==> config.mk <==
export PLATFORM = sky130hd
export DESIGN_NAME = clk_div_multi
export DESIGN_NICKNAME = d
export VERILOG_FILES = /design/src/rtl/clk_div_multi.sv
export SDC_FILE = /design/constraint.sdc
export NUM_CORES = 1
export LEC_CHECK = 0
export ABC_AREA = 1
export ABC_CLOCK_PERIOD_IN_PS = 2070
export CAP_MARGIN = 20
export CORE_MARGIN = 3
export CORE_UTILIZATION = 35
export DETAILED_ROUTE_END_ITERATION = 10
export GPL_ROUTABILITY_DRIVEN = 0
export PLACE_DENSITY = 0.58
export SLEW_MARGIN = 0
export SYNTH_ARGS = -nofsm -noshare
export SYNTH_HDL_FRONTEND = slang
export SYNTH_SLANG_ARGS = --single-unit
==> constraint.sdc <==
create_clock -name clkIn -period 2.07 [get_ports clkIn]
set_input_delay 0.207 -clock clkIn [delete_from_list [all_inputs] [get_ports clkIn]]
set_output_delay 0.207 -clock clkIn [all_outputs]
set_load 0.05 [all_outputs]
==> src/rtl/clk_div_multi.sv <==
// rtl/clk_div_multi.sv - multi-channel programmable clock divider with tick strobes
//
// Produces NUM_CH independent square-wave clocks from clkIn. Each channel counts
// up to its active half-period value; at that terminal count its output toggles.
// New half-periods are held pending and only applied at a terminal count, so a
// running output never gets a truncated or stretched phase.
//
// Ports:
//   clkIn   - system clock, all state updates on its rising edge
//   rst     - synchronous active-high reset
//   en      - per-channel run enable (level)
//   ldEn    - load strobe for one channel per cycle
//   ldCh    - channel addressed by ldEn (values >= NUM_CH are ignored)
//   ldVal   - new half-period terminal count
//   clkOut  - divided clocks, registered
//   tick    - one-cycle pulse in the first cycle clkOut reads high after rising
//   pend    - channel holds a loaded value that has not been applied yet
module clk_div_multi #(
  parameter int NUM_CH       = 4,
  parameter int CH_W         = 2,
  parameter int CNT_W        = 26,
  parameter int DEFAULT_HALF = 1250000
) (
  input  logic              clkIn,
  input  logic              rst,
  input  logic [NUM_CH-1:0] en,
  input  logic              ldEn,
  input  logic [CH_W-1:0]   ldCh,
  input  logic [CNT_W-1:0]  ldVal,
  output logic [NUM_CH-1:0] clkOut,
  output logic [NUM_CH-1:0] tick,
  output logic [NUM_CH-1:0] pend
);

  localparam logic [CNT_W-1:0] RST_HALF = CNT_W'(DEFAULT_HALF);

  logic [CNT_W-1:0]  cnt_q [NUM_CH];
  logic [CNT_W-1:0]  cnt_d [NUM_CH];
  logic [CNT_W-1:0]  act_q [NUM_CH];
  logic [CNT_W-1:0]  act_d [NUM_CH];
  logic [CNT_W-1:0]  pv_q  [NUM_CH];
  logic [CNT_W-1:0]  pv_d  [NUM_CH];
  logic [NUM_CH-1:0] pend_q, pend_d;
  logic [NUM_CH-1:0] clk_q, clk_d;
  logic [NUM_CH-1:0] tick_q, tick_d;
  logic [NUM_CH-1:0] sel, term;

  always_comb begin
    cnt_d  = cnt_q;
    act_d  = act_q;
    pv_d   = pv_q;
    pend_d = pend_q;
    clk_d  = clk_q;
    tick_d = '0;
    sel    = '0;
    term   = '0;
    for (int i = 0; i < NUM_CH; i++) begin
      // Only addresses below NUM_CH can ever match, so out-of-range ldCh is a no-op.
      sel[i]  = ldEn && (ldCh == CH_W'(i));
      term[i] = (cnt_q[i] == act_q[i]);
      if (!en[i]) begin
        // Stopped channel: nothing is mid-phase, so a load takes effect at once.
        cnt_d[i] = '0;
        clk_d[i] = 1'b0;
        if (sel[i]) begin
          act_d[i]  = ldVal;
          pend_d[i] = 1'b0;
        end
      end else if (term[i]) begin
        cnt_d[i]  = '0;
        clk_d[i]  = ~clk_q[i];
        tick_d[i] = ~clk_q[i];
        pend_d[i] = 1'b0;
        // A load arriving on the terminal cycle is newer than any pending value.
        if (sel[i]) begin
          act_d[i] = ldVal;
        end else if (pend_q[i]) begin
          act_d[i] = pv_q[i];
        end
      end else begin
        cnt_d[i] = cnt_q[i] + CNT_W'(1);
        if (sel[i]) begin
          pv_d[i]   = ldVal;
          pend_d[i] = 1'b1;
        end
      end
    end
  end

  always_ff @(posedge clkIn) begin
    if (rst) begin
      for (int i = 0; i < NUM_CH; i++) begin
        cnt_q[i] <= '0;
        act_q[i] <= RST_HALF;
        pv_q[i]  <= '0;
      end
      pend_q <= '0;
      clk_q  <= '0;
      tick_q <= '0;
    end else begin
      cnt_q  <= cnt_d;
      act_q  <= act_d;
      pv_q   <= pv_d;
      pend_q <= pend_d;
      clk_q  <= clk_d;
      tick_q <= tick_d;
    end
  end

  assign clkOut = clk_q;
  assign tick   = tick_q;
  assign pend   = pend_q;

endmodule

# [Yosys cells after proc, flatten, opt, wreduce, memory -nomap -nowiden]
# Index checks and enable logic that the tools add are counted.
[classes] n_addsub=4 eq_ne=15 muxes=36 bitwise_logic=12 reduce_logical=37
[ops] op="26-bit two-way mux" n=20
[ops] op="26-bit by 1-bit adder with 26-bit output (second input constant)" n=4
[ops] op="26-bit == test" n=4
[ops] op="3-bit AND reduction" n=8
[ops] op="3-bit OR reduction" n=8
[ops] op="1-bit two-way mux" n=16
[ops] op="2-bit nonzero test" n=8
[ops] op="3-bit != test (second input constant)" n=4
[ops] op="1-bit inverter" n=12
[ops] op="2-bit by 1-bit != test with 1-bit output (second input constant)" n=4
[ops] op="2-bit AND reduction" n=4
[ops] op="2-bit OR reduction" n=4
[ops] op="2-bit == test (second input constant)" n=2
[ops] op="1-bit logical AND" n=4
[ops] op="2-bit by 1-bit == test with 1-bit output (second input constant)" n=1
[ops] op="2-bit logical NOT" n=1
[word_totals] regBits=324 in_bits=35 output_inout_bits=12 word_cells=128

# [Logic depth before layout (Yosys ltp)]
# Gate-level depths: netlist of run 1.
[logic_depth] word_depth=5 ltp_mapped=12 mapped_depth_nobuf=11

# [Worst setup path after synthesis of run 1]
# Ideal clock, no wire load.
[synth_path] path_type="register -> register" start="reg pend_q[1], in the netlist pend[1]" end="reg act_q[55] (netlist bit)" setup_ps=115 arrival_ps=1620 required_time_ps=1955 slack_ps=335 stages_incl_launch_ff=7 path_buffers=1 synth_period_minus_slack_ps=1735 path_cell_list="dfxtp_1 -> inv_1 -> o21ai_1 -> clkbuf_1 -> nand3_1 -> nand2_1 -> nor2_1"
[synth_via] elab_chain_len=2
[synth_lines] element="start: declaration" line_no="43" text="logic [NUM_CH-1:0] pend_q, pend_d;"
[synth_lines] element="start signal: assignment" line_no="104" text="pend_q <= pend_d;"
[synth_lines] element="3-bit != test (no source line)"
[synth_lines] element="3-bit AND reduction (no source line)"
[synth_lines] element="end signal: assignment" line_no="102" text="act_q <= act_d;"
[synth_lines] element="end: declaration" line_no="39" text="logic [CNT_W-1:0] act_q [NUM_CH];"
# No other way between the ends.
# A chain may end at the register's enable or synchronous reset.

# [Worst setup path after layout of run 1]
[layout_path] start="reg pend_q[3], in the netlist pend[3]" end="out pend[3]"
[layout_lines] element="end: declaration" line_no="32" text="output logic [NUM_CH-1:0] pend"
# No word-level cell between the ends.

==> flow_metrics.env, run 1 <==
export IMPL_yosysWarnings=0
export IMPL_grt_max_degree=55
export IMPL_clk_path_buf_depth=3
export IMPL_drt_iter0_markers=1168
export IMPL_ant_nets=0
export IMPL_grt_usage=0.172
export IMPL_netlist_top_cells_count="nand2_1 (773), nor2_1 (473), inv_1 (359)"
export IMPL_cp_start_kind="flip-flop"
export IMPL_dr_pass1_iters=5
export IMPL_p_leak_nw=8.88
export IMPL_clk_pin_slew_worst_paths_ns=0.06
export IMPL_peakVddDrop_mv=0.441
export IMPL_root_buffer="clkbuf_16"
export IMPL_rows=80
export IMPL_critPathTopFamily="buffers and inverters"
export IMPL_min_path_type="input port to flip-flop"
export IMPL_syn_nets=2757
export IMPL_ys_types=39
export IMPL_vias=15759
export IMPL_max_stage_delay_ns=0.83
export IMPL_cts_hold_buffers=0
export IMPL_critPathRequiredTime_ns=1.86
export IMPL_fin_crit_ns=1.96
export IMPL_slew_headroom=0.501
export IMPL_core_area_mm2=0.0480
export IMPL_drc_errors=0
export IMPL_first_global_vias=14392
export IMPL_min_period_over_period=0.947
export IMPL_tritoncts="yes"
export IMPL_viasPerCell=4.66
export IMPL_synthToLayoutAreaGrowth_pct=15.2
export IMPL_cts_sinks=324
export IMPL_drv_slew=0
export IMPL_worst_pin_slew_ns=0.746
export IMPL_path_buf_inv=1
export IMPL_path_depth=1
export IMPL_nNetsFinal=2780
export IMPL_fin_skew_ns=0.0129
export IMPL_dpl_hpwl_um=31200
export IMPL_wl_per_cell_um=13.0
export IMPL_avgSynthCellArea_um2=6.30
export IMPL_yosysMostFrequentCell="nand2_1"
export IMPL_ys_ff_latch=324
export IMPL_die_x_um=227
export IMPL_rr_endpoint="act_q[60]"
export IMPL_yosys_most_used_dff="dfxtp_1"
export IMPL_grt_first_pass_wirelength_um=72600
export IMPL_async_flop_share=0
export IMPL_numPortBuffers=46
export IMPL_insertion_delay_ns=0.54
export IMPL_cap_violations=0
export IMPL_numCtsBuffers=38
export IMPL_path_class="flip-flop to primary output"
export IMPL_post_route_cells_drive_above_1_share=0.0759
export IMPL_worstPathMaxFanout=3
export IMPL_setup_viol=0
export IMPL_start_util=0.357
export IMPL_synth_cells=2718
export IMPL_layout_setup_ws_ns=0.109
export IMPL_pre_cts_ws_ns=0.0371
export IMPL_setup_worst_path_start="pend[3]"
export IMPL_fp_dieH_um=227
export IMPL_total_power_mw=14.6
export IMPL_synth_area_leaders="dfxtp_1 (38%), nand2_1 (17%), nor2_1 (10%), inv_1 (7.9%), nand3_1 (5.4%)"
export IMPL_gr_total_overflow=0
export IMPL_hold_violations=0
export IMPL_synth_top_area_cell="dfxtp_1"
export IMPL_syn_area_mm2=0.0171
export IMPL_rsz0062_at_grt="false"
export IMPL_endpoint="pend[3]"
export IMPL_max_freq_mhz=510
export IMPL_tns_ns=0
export IMPL_yosys_area_top_type_share=0.379
export IMPL_r2r_slack_ns=0.20
export IMPL_yosysSeqAreaShare=0.379
export IMPL_synth_edf_count=0
export IMPL_cp_arrival_ns=1.75
export IMPL_status="completed"
export IMPL_r2r_start="cnt_q[55]"
export IMPL_htree_levels=2
export IMPL_slowest_stage="clkdlybuf4s50_1"
export IMPL_critPathCaptureType="primary output"
export IMPL_p_per_area_mw_per_mm2=739
export IMPL_antenna_cells=0
export IMPL_die_area_mm2=0.0516
export IMPL_ff2ff_path_depth=12
export IMPL_crit_chain="clkdlybuf4s50_1"
export IMPL_routed_wl_um=44000
export IMPL_ios=47
export IMPL_antenna_found_initial=0
==> final cells by class <==
type                       count  area, um^2
clock buffer                  60        1190
clock inverter                 6        55.1
fill                        5033       28300
inverter                     376        1420
multi-input combinational   1885        8560
sequential                   324        6490
tap                          615         769
timing repair buffer         116        1250
==> cells by family (layout without fill, tap and decap cells) <==
kind of cell	after synthesis	count (layout)	share of synthesized area
AOI/OAI and AO/OA	233	233	0.0688
xor gates and xnor gates	77	77	0.0394
adders and majority gates	4	4	0.00292
buffers and inverters	509	558	0.125
DFF	324	324	0.379
and+or+nand+nor	1571	1571	0.385
==> layer usage <==
metal | track usage | vias to the layer above | wire length (um) | part of all wire
met5 | 0 | - | 0 | 0
met4 | 0.0569 | 0 | 1060 | 0.024
met3 | 0.0284 | 65 | 1890 | 0.043
met2 | 0.281 | 221 | 19800 | 0.45
met1 | 0.231 | 7123 | 21200 | 0.48
li1 | - | 8350 | - | -
==> flip-flops by register name, summed over array words and instances, names as in the netlist <==
register and cells:
pv_q 104, act_q 104, clkOut 4, cnt_q 104, tick 4, pend 4
==> stage by stage <==
| stage | hold slack (ns) | std cells | instance area, um^2 | utilization |
|---|---|---|---|---|
| 6_report | 0.434 | 3382 | 19700 | 0.411 |
| 5_1_grt | 0.436 | 3382 | 19700 | 0.411 |
| 4_1_cts | 0.399 | 3381 | 19700 | 0.410 |
| 3_5_place_dp | 0.455 | 3315 | 18400 | 0.384 |
| 3_3_place_gp | 0.447 | 3315 | 18400 | 0.384 |
| 2_1_floorplan | 0.349 | 2718 | 17100 | - |
==> placed cells by master (no fill, tap or decap), drive strengths merged, types with 11 or more instances in the layout <==
cell type / instances
nor3: 38
nor4: 16
nor2: 489
nand2: 785
or2: 11
xor2: 71
inv: 375
nand4: 20
nor3b: 11
nand3: 198
clkdlybuf4s50: 46
a21oi: 110
dfxtp: 324
clkbuf: 60
o21ai: 114
buf: 70
==> where the power goes <==
part | leakage [nW] | switching (mW) | internal, mW
Sequential | 2.63 | 0.111 | 6.41
Clock | 0.615 | 2.66 | 4.04
Combinational | 5.63 | 0.862 | 0.500
==> worst min-delay path by stage <==
stage / startpoint / to / slack (ns) / cells after the start
5_1_grt: rst / pend[3] / 0.44 / 3
2_1_floorplan: en[1] / tick[1] / 0.35 / 2
6_report: rst / pend[0] / 0.43 / 3
4_1_cts: ldVal[15] / pv_q[15] / 0.40 / 4
3_3_place_gp: clkOut[2] / tick[2] / 0.45 / 1
3_5_place_dp: clkOut[3] / tick[3] / 0.46 / 1
==> repair_timing <==
action / 4_1_cts / 5_1_grt
setup endpoints to repair: 0 / 83
gates resized for setup: 0 / 10
buffers inserted: 0 / 1
No activity file was read; power rests on OpenSTA's default activity.
==> run 2: changes to the inputs <==
--- a/config.mk
+++ b/config.mk
@@ -13,4 +13,5 @@
 export DETAILED_ROUTE_END_ITERATION = 10
 export GPL_ROUTABILITY_DRIVEN = 0
+export GPL_TIMING_DRIVEN = 0
 export PLACE_DENSITY = 0.58
 export SLEW_MARGIN = 0
==> constraint.sdc (replaced) <==
create_clock -name clkIn -period 2.07 [get_ports clkIn]
set_input_delay 0.207 -clock clkIn [delete_from_list [all_inputs] [get_ports clkIn]]
set_output_delay 0.207 -clock clkIn [all_outputs]
set_load 0.005 [all_outputs]
==> flow_metrics.env, run 2 (synthesis gave the netlist of run 1 again) <==
export IMPL_clk_path_buf_depth=3
export IMPL_post_route_cells_drive_above_1_share=0.0858
export IMPL_insertion_delay_ns=0.56
export IMPL_nNetsFinal=2827
export IMPL_synthToLayoutAreaGrowth_pct=15.3
export IMPL_clk_pin_slew_worst_paths_ns=0.06
export IMPL_tns_ns=0
export IMPL_max_stage_delay_ns=0.41
export IMPL_tritoncts="yes"
export IMPL_hold_ws_ns=0.0511
export IMPL_worstPathMaxFanout=10
export IMPL_critPathCaptureType="flip-flop"
export IMPL_cap_violations=0
export IMPL_min_path_type="input port to flip-flop"
export IMPL_numPortBuffers=18
export IMPL_grt_usage=0.190
export IMPL_fin_skew_ns=0.0250
export IMPL_fin_crit_ns=1.91
export IMPL_crit_chain="inv_1 > nand2_1 > nand2_1 > nor2_1 > nand3_1 > nor2_2 > nand3_4 > nand2_8 > buf_4 > nand3_1 > nand2_1 > nor2_1"
export IMPL_fp_dieH_um=227
export IMPL_viasPerCell=4.71
export IMPL_htree_levels=2
export IMPL_slew_headroom=0.334
export IMPL_hold_violations=0
export IMPL_wl_per_cell_um=14.2
export IMPL_fin_area_mm2=0.0198
export IMPL_p_leak_nw=8.91
export IMPL_routed_wl_um=48900
export IMPL_gr_total_overflow=0
export IMPL_dpl_cell_area_mm2=0.0181
export IMPL_p_per_area_mw_per_mm2=794
export IMPL_fillers=5091
export IMPL_biggestRegsByFlops="act_q: 104 flops, cnt_q: 104 flops, pv_q: 104 flops"
export IMPL_cp_common_cell="nand2_1"
export IMPL_rows=80
export IMPL_path_class="flip-flop to flip-flop"
export IMPL_status="completed"
export IMPL_critPathRequiredTime_ns=2.53
export IMPL_die_area_mm2=0.0516
export IMPL_grt_max_degree=13
export IMPL_drt_iter0_markers=1130
export IMPL_fin_cells=3435
export IMPL_final_cell_mix="nand2_1 (771), nor2_1 (467), inv_1 (359), dfxtp_1 (318), nand3_1 (186)"
export IMPL_antenna_found_initial=1
export IMPL_root_buffer="clkbuf_16"
export IMPL_mostFrequentLayoutCell="nand2_1"
export IMPL_drc_errors=0
export IMPL_drv_slew=0
export IMPL_ant_nets=0
export IMPL_dpl_hpwl_um=36500
export IMPL_die_x_um=227
export IMPL_ios=47
export IMPL_place_inst=3351
export IMPL_peakVddDrop_mv=0.489
export IMPL_dr_pass1_iters=5
export IMPL_numCtsBuffers=40
export IMPL_first_global_vias=15018
export IMPL_worst_pin_slew_ns=0.999
export IMPL_slowest_stage="dfxtp_1"
export IMPL_max_freq_mhz=524
export IMPL_grt_first_pass_wirelength_um=78200
export IMPL_cts_sinks=324
export IMPL_vias=16172
export IMPL_min_period_over_period=0.922
export IMPL_setup_viol=0
export IMPL_whs_path_depth=3
export IMPL_ff2ff_path_depth=12
export IMPL_start_util=0.357
export IMPL_cp_arrival_ns=2.36
export IMPL_cp_start_kind="flip-flop"
export IMPL_core_area_mm2=0.0480
run 2: cell types whose count changed in the layout (fill, tap and decap cells not counted), moves of 3 or more:
cell             before  now
buf_4                49   31
buf_12               21    0
buf_2                 0   38
bufinv_16             1    8
buf_1                 0    8
clkbuf_1             10   49
clkbuf_2              0    4
dlygate4sd3_1         0    6
clkdlybuf4s50_1      46   18
buf_6                 0   11
nor2_1              471  467
nor2_2               16   19
run 2: critical path, delay by kind of cell, from the launching register on:
kind	cells	cell delay, ns
flops	1	0.41
simple gates	10	1.10
buf+inv	2	0.28
run 2: layout make-up:
class | instances | area [um^2] | area share
plain buffers | 133 | 743 | 0.0376
clock inverters | 17 | 309 | 0.0156
well taps | 615 | 769 | 0.0390
clock buffers | 56 | 1160 | 0.0588
multi-input cells | 1885 | 8590 | 0.435
diodes | 1 | 2.50 | 0.000127
inverters | 376 | 1410 | 0.0715
flip-flops and latches | 324 | 6490 | 0.329
repair buffers | 28 | 270 | 0.0137
run 2: final timing paths:
check | from | slack [ns] | end
worst min register to register | clkOut[3] | 0.45 | tick[3]
worst min-delay path | ldVal[22] | 0.05 | pv_q[22]
worst max-delay path | cnt_q[96] | 0.16 | act_q[100]
worst max register to register | cnt_q[96] | 0.16 | act_q[100]
run 2: what timing repair did:
action                                  4_1_cts  5_1_grt
hold endpoints to repair                     16        0
gates resized for setup                       1       31
hold buffers                                  6        0
pin swaps                                     0        4
endpoints found under the setup margin        4      149
setup buffers                                 0        4
run 2: through the flow:
step	power, mW	setup slack [ns]	util
6_report	15.7	0.161	0.411
5_1_grt	16.3	-0.00132	0.411
4_1_cts	15.8	0.0303	0.408
3_5_place_dp	7.98	-0.603	0.376
3_3_place_gp	7.95	-0.563	0.376
2_1_floorplan	7.57	0.436	-
run 2: per-layer routing:
metal  vias to the layer above  wire length, um  global-route usage
met2                       324            22000               0.312
met4                         2             1020              0.0557
met5                         -               20                   0
met1                      7313            23300               0.260
li1                       8473                -                   -
met3                        60             2550              0.0291
run 2: report_power, final:
group | internal, mW | leakage (nW) | switching (mW) | total [mW]
sequential | 6.41 | 2.63 | 0.109 | 6.52
clock | 4.92 | 0.716 | 2.89 | 7.82
combinational | 0.432 | 5.56 | 0.918 | 1.35
total | 11.8 | 8.91 | 3.92 | 15.7
==> run 3: changes to the inputs <==
- CORE_UTILIZATION: 35 -> 25
- PLACE_DENSITY: 0.58 -> 0.47
- REMOVE_ABC_BUFFERS: unset -> 1
==> flow_metrics.env, run 3 (synthesis gave the netlist of run 1 again) <==
export IMPL_final_cell_mix="nand2_1 (767), nor2_1 (467), inv_1 (358), dfxtp_1 (309), nand3_1 (185)"
export IMPL_whs_endpoint="tick[0]"
export IMPL_numPortBuffers=46
export IMPL_p_clk_frac=0.480
export IMPL_root_buffer="clkbuf_16"
export IMPL_grt_usage=0.137
export IMPL_setup_viol=0
export IMPL_min_path_type="input port to flip-flop"
export IMPL_r2r_slack_ns=0.09
export IMPL_p_leak_nw=8.85
export IMPL_slew_headroom=0.338
export IMPL_insertion_delay_ns=0.57
export IMPL_min_from="en[0]"
export IMPL_rsz0062_at_grt="true"
export IMPL_fp_dieH_um=268
export IMPL_critPathCaptureType="flip-flop"
export IMPL_max_stage_delay_ns=0.49
export IMPL_synthToLayoutAreaGrowth_pct=17.4
export IMPL_p_per_area_mw_per_mm2=754
export IMPL_path_class="flip-flop to flip-flop"
export IMPL_cap_violations=0
export IMPL_gr_total_overflow=0
export IMPL_worstPathMaxFanout=22
export IMPL_htree_levels=2
export IMPL_rows=95
export IMPL_nNetsFinal=2749
export IMPL_fin_crit_ns=1.98
export IMPL_first_global_vias=14116
export IMPL_slowest_stage="dfxtp_1"
export IMPL_numCtsBuffers=41
export IMPL_whs_path_depth=3
export IMPL_post_route_cells_drive_above_1_share=0.0762
export IMPL_biggestRegsByFlops="act_q: 104 flops, cnt_q: 104 flops, pv_q: 104 flops"
export IMPL_routed_wl_um=51500
export IMPL_grt_max_degree=74
export IMPL_dpl_cell_area_mm2=0.0181
export IMPL_mostFrequentLayoutCell="nand2_1"
export IMPL_grt_first_pass_wirelength_um=78300
export IMPL_seqCellArea_mm2=0.00650
export IMPL_start_util=0.254
export IMPL_cts_hold_buffers=0
export IMPL_comb_power_share=0.090
export IMPL_ant_nets=0
export IMPL_netSwitchingFraction=0.258
export IMPL_rr_endpoint="act_q[55]"
export IMPL_clk_pin_slew_worst_paths_ns=0.06
export IMPL_critPathRequiredTime_ns=2.52
export IMPL_min_period_over_period=0.954
export IMPL_cp_start_kind="flip-flop"
export IMPL_antenna_cells=0
export IMPL_vias=15573
export IMPL_hold_ws_ns=0.396
export IMPL_ios=47
export IMPL_tritoncts="yes"
export IMPL_hold_violations=0
export IMPL_ff2ff_path_depth=10
export IMPL_fillers=7596
export IMPL_crit_chain="xor2_1 > nor2_1 > nand2_1 > nor2_2 > nand3_4 > buf_4 > nand2_4 > nand3_1 > nand2_1 > nor2_1"
export IMPL_status="completed"
export IMPL_r2r_start="cnt_q[67]"
export IMPL_wl_per_cell_um=14.3
export IMPL_antenna_found_initial=1
export IMPL_peakVddDrop_mv=0.432
export IMPL_drc_errors=0
export IMPL_dpl_hpwl_um=31300
export IMPL_die_area_mm2=0.0717
export IMPL_max_freq_mhz=506
export IMPL_cellInternalPower_mw=11.3
export IMPL_p_seq_frac=0.429
export IMPL_finish_utilization=0.298
export IMPL_fin_area_mm2=0.0201
export IMPL_multi_input_area_mm2=0.00889
export IMPL_fin_skew_ns=0.0189
export IMPL_cp_arrival_ns=2.43
export IMPL_place_inst=3510
export IMPL_die_x_um=268
export IMPL_p_switching_mw=3.91
export IMPL_drt_iter0_markers=1045
export IMPL_viasPerCell=4.31
export IMPL_fin_cells=3615
export IMPL_dr_pass1_iters=5
export IMPL_cts_sinks=324
export IMPL_worst_pin_slew_ns=0.993
export IMPL_drv_slew=0
export IMPL_clk_path_buf_depth=3
export IMPL_core_area_mm2=0.0675
run 3: power by group through the flow:
stage / registers [mW] / logic [mW] / clock network (mW)
CTS: 6.52 / 1.34 / 7.52
global placement: 6.65 / 1.31 / 0
finish: 6.52 / 1.37 / 7.29
global route: 6.53 / 1.56 / 7.77
detailed placement: 6.65 / 1.29 / 0
floorplan: 6.62 / 0.823 / 0
run 3: repair_timing:
| action | in CTS | in global routing |
|---|---|---|
| setup endpoints to repair | 221 | 288 |
| pin swaps | 6 | 7 |
| setup buffers | 5 | 10 |
| gates resized for setup | 17 | 42 |
| cloned | 6 | 9 |
run 3: metrics by stage:
stage	setup TNS (ns)	power [mW]	worst slack [ns]
finish	0	15.2	0.0949
global route	-0.0153	15.9	-0.00817
CTS	-0.583	15.4	-0.0409
detailed placement	-200.68	7.94	-1.56
global placement	-1245.16	7.96	-6.89
floorplan	-357.32	7.44	-2.42
run 3: final cells by class:
type,instances,share of cell area
clock buffers,65,0.0646
clock inverters,10,0.00392
inverters,376,0.0715
multi-input cells,1897,0.442
flip-flops and latches,324,0.323
well taps,873,0.0543
repair buffers,70,0.0406
run 3: worst max-delay path by stage:
stage | start | endpoint | slack (ns) | cells after the start
after floorplan | rst | cnt_q[96] | -2.42 | 3
after global placement | rst | cnt_q[96] | -6.89 | 4
after CTS | cnt_q[39] | cnt_q[44] | -0.04 | 9
final | cnt_q[67] | act_q[55] | 0.09 | 10
after global routing | cnt_q[78] | cnt_q[98] | -0.008 | 9
after detailed placement | rst | cnt_q[98] | -1.56 | 5
run 3: worst max-delay path, delay by kind of cell (launching register included):
family                    cells  cell delay, ns
and+or+nand+nor               8            1.11
DFF                           1            0.49
buffers and inverters         1            0.19
xor gates and xnor gates      1            0.10
run 3: routing by layer:
metal / track usage / vias to the layer above / routed length [um]
met5: 0 / - / 0
met4: 0.0315 / 0 / 854
met3: 0.0194 / 57 / 1690
met2: 0.219 / 187 / 22800
met1: 0.194 / 7000 / 26200
li1: - / 8329 / -
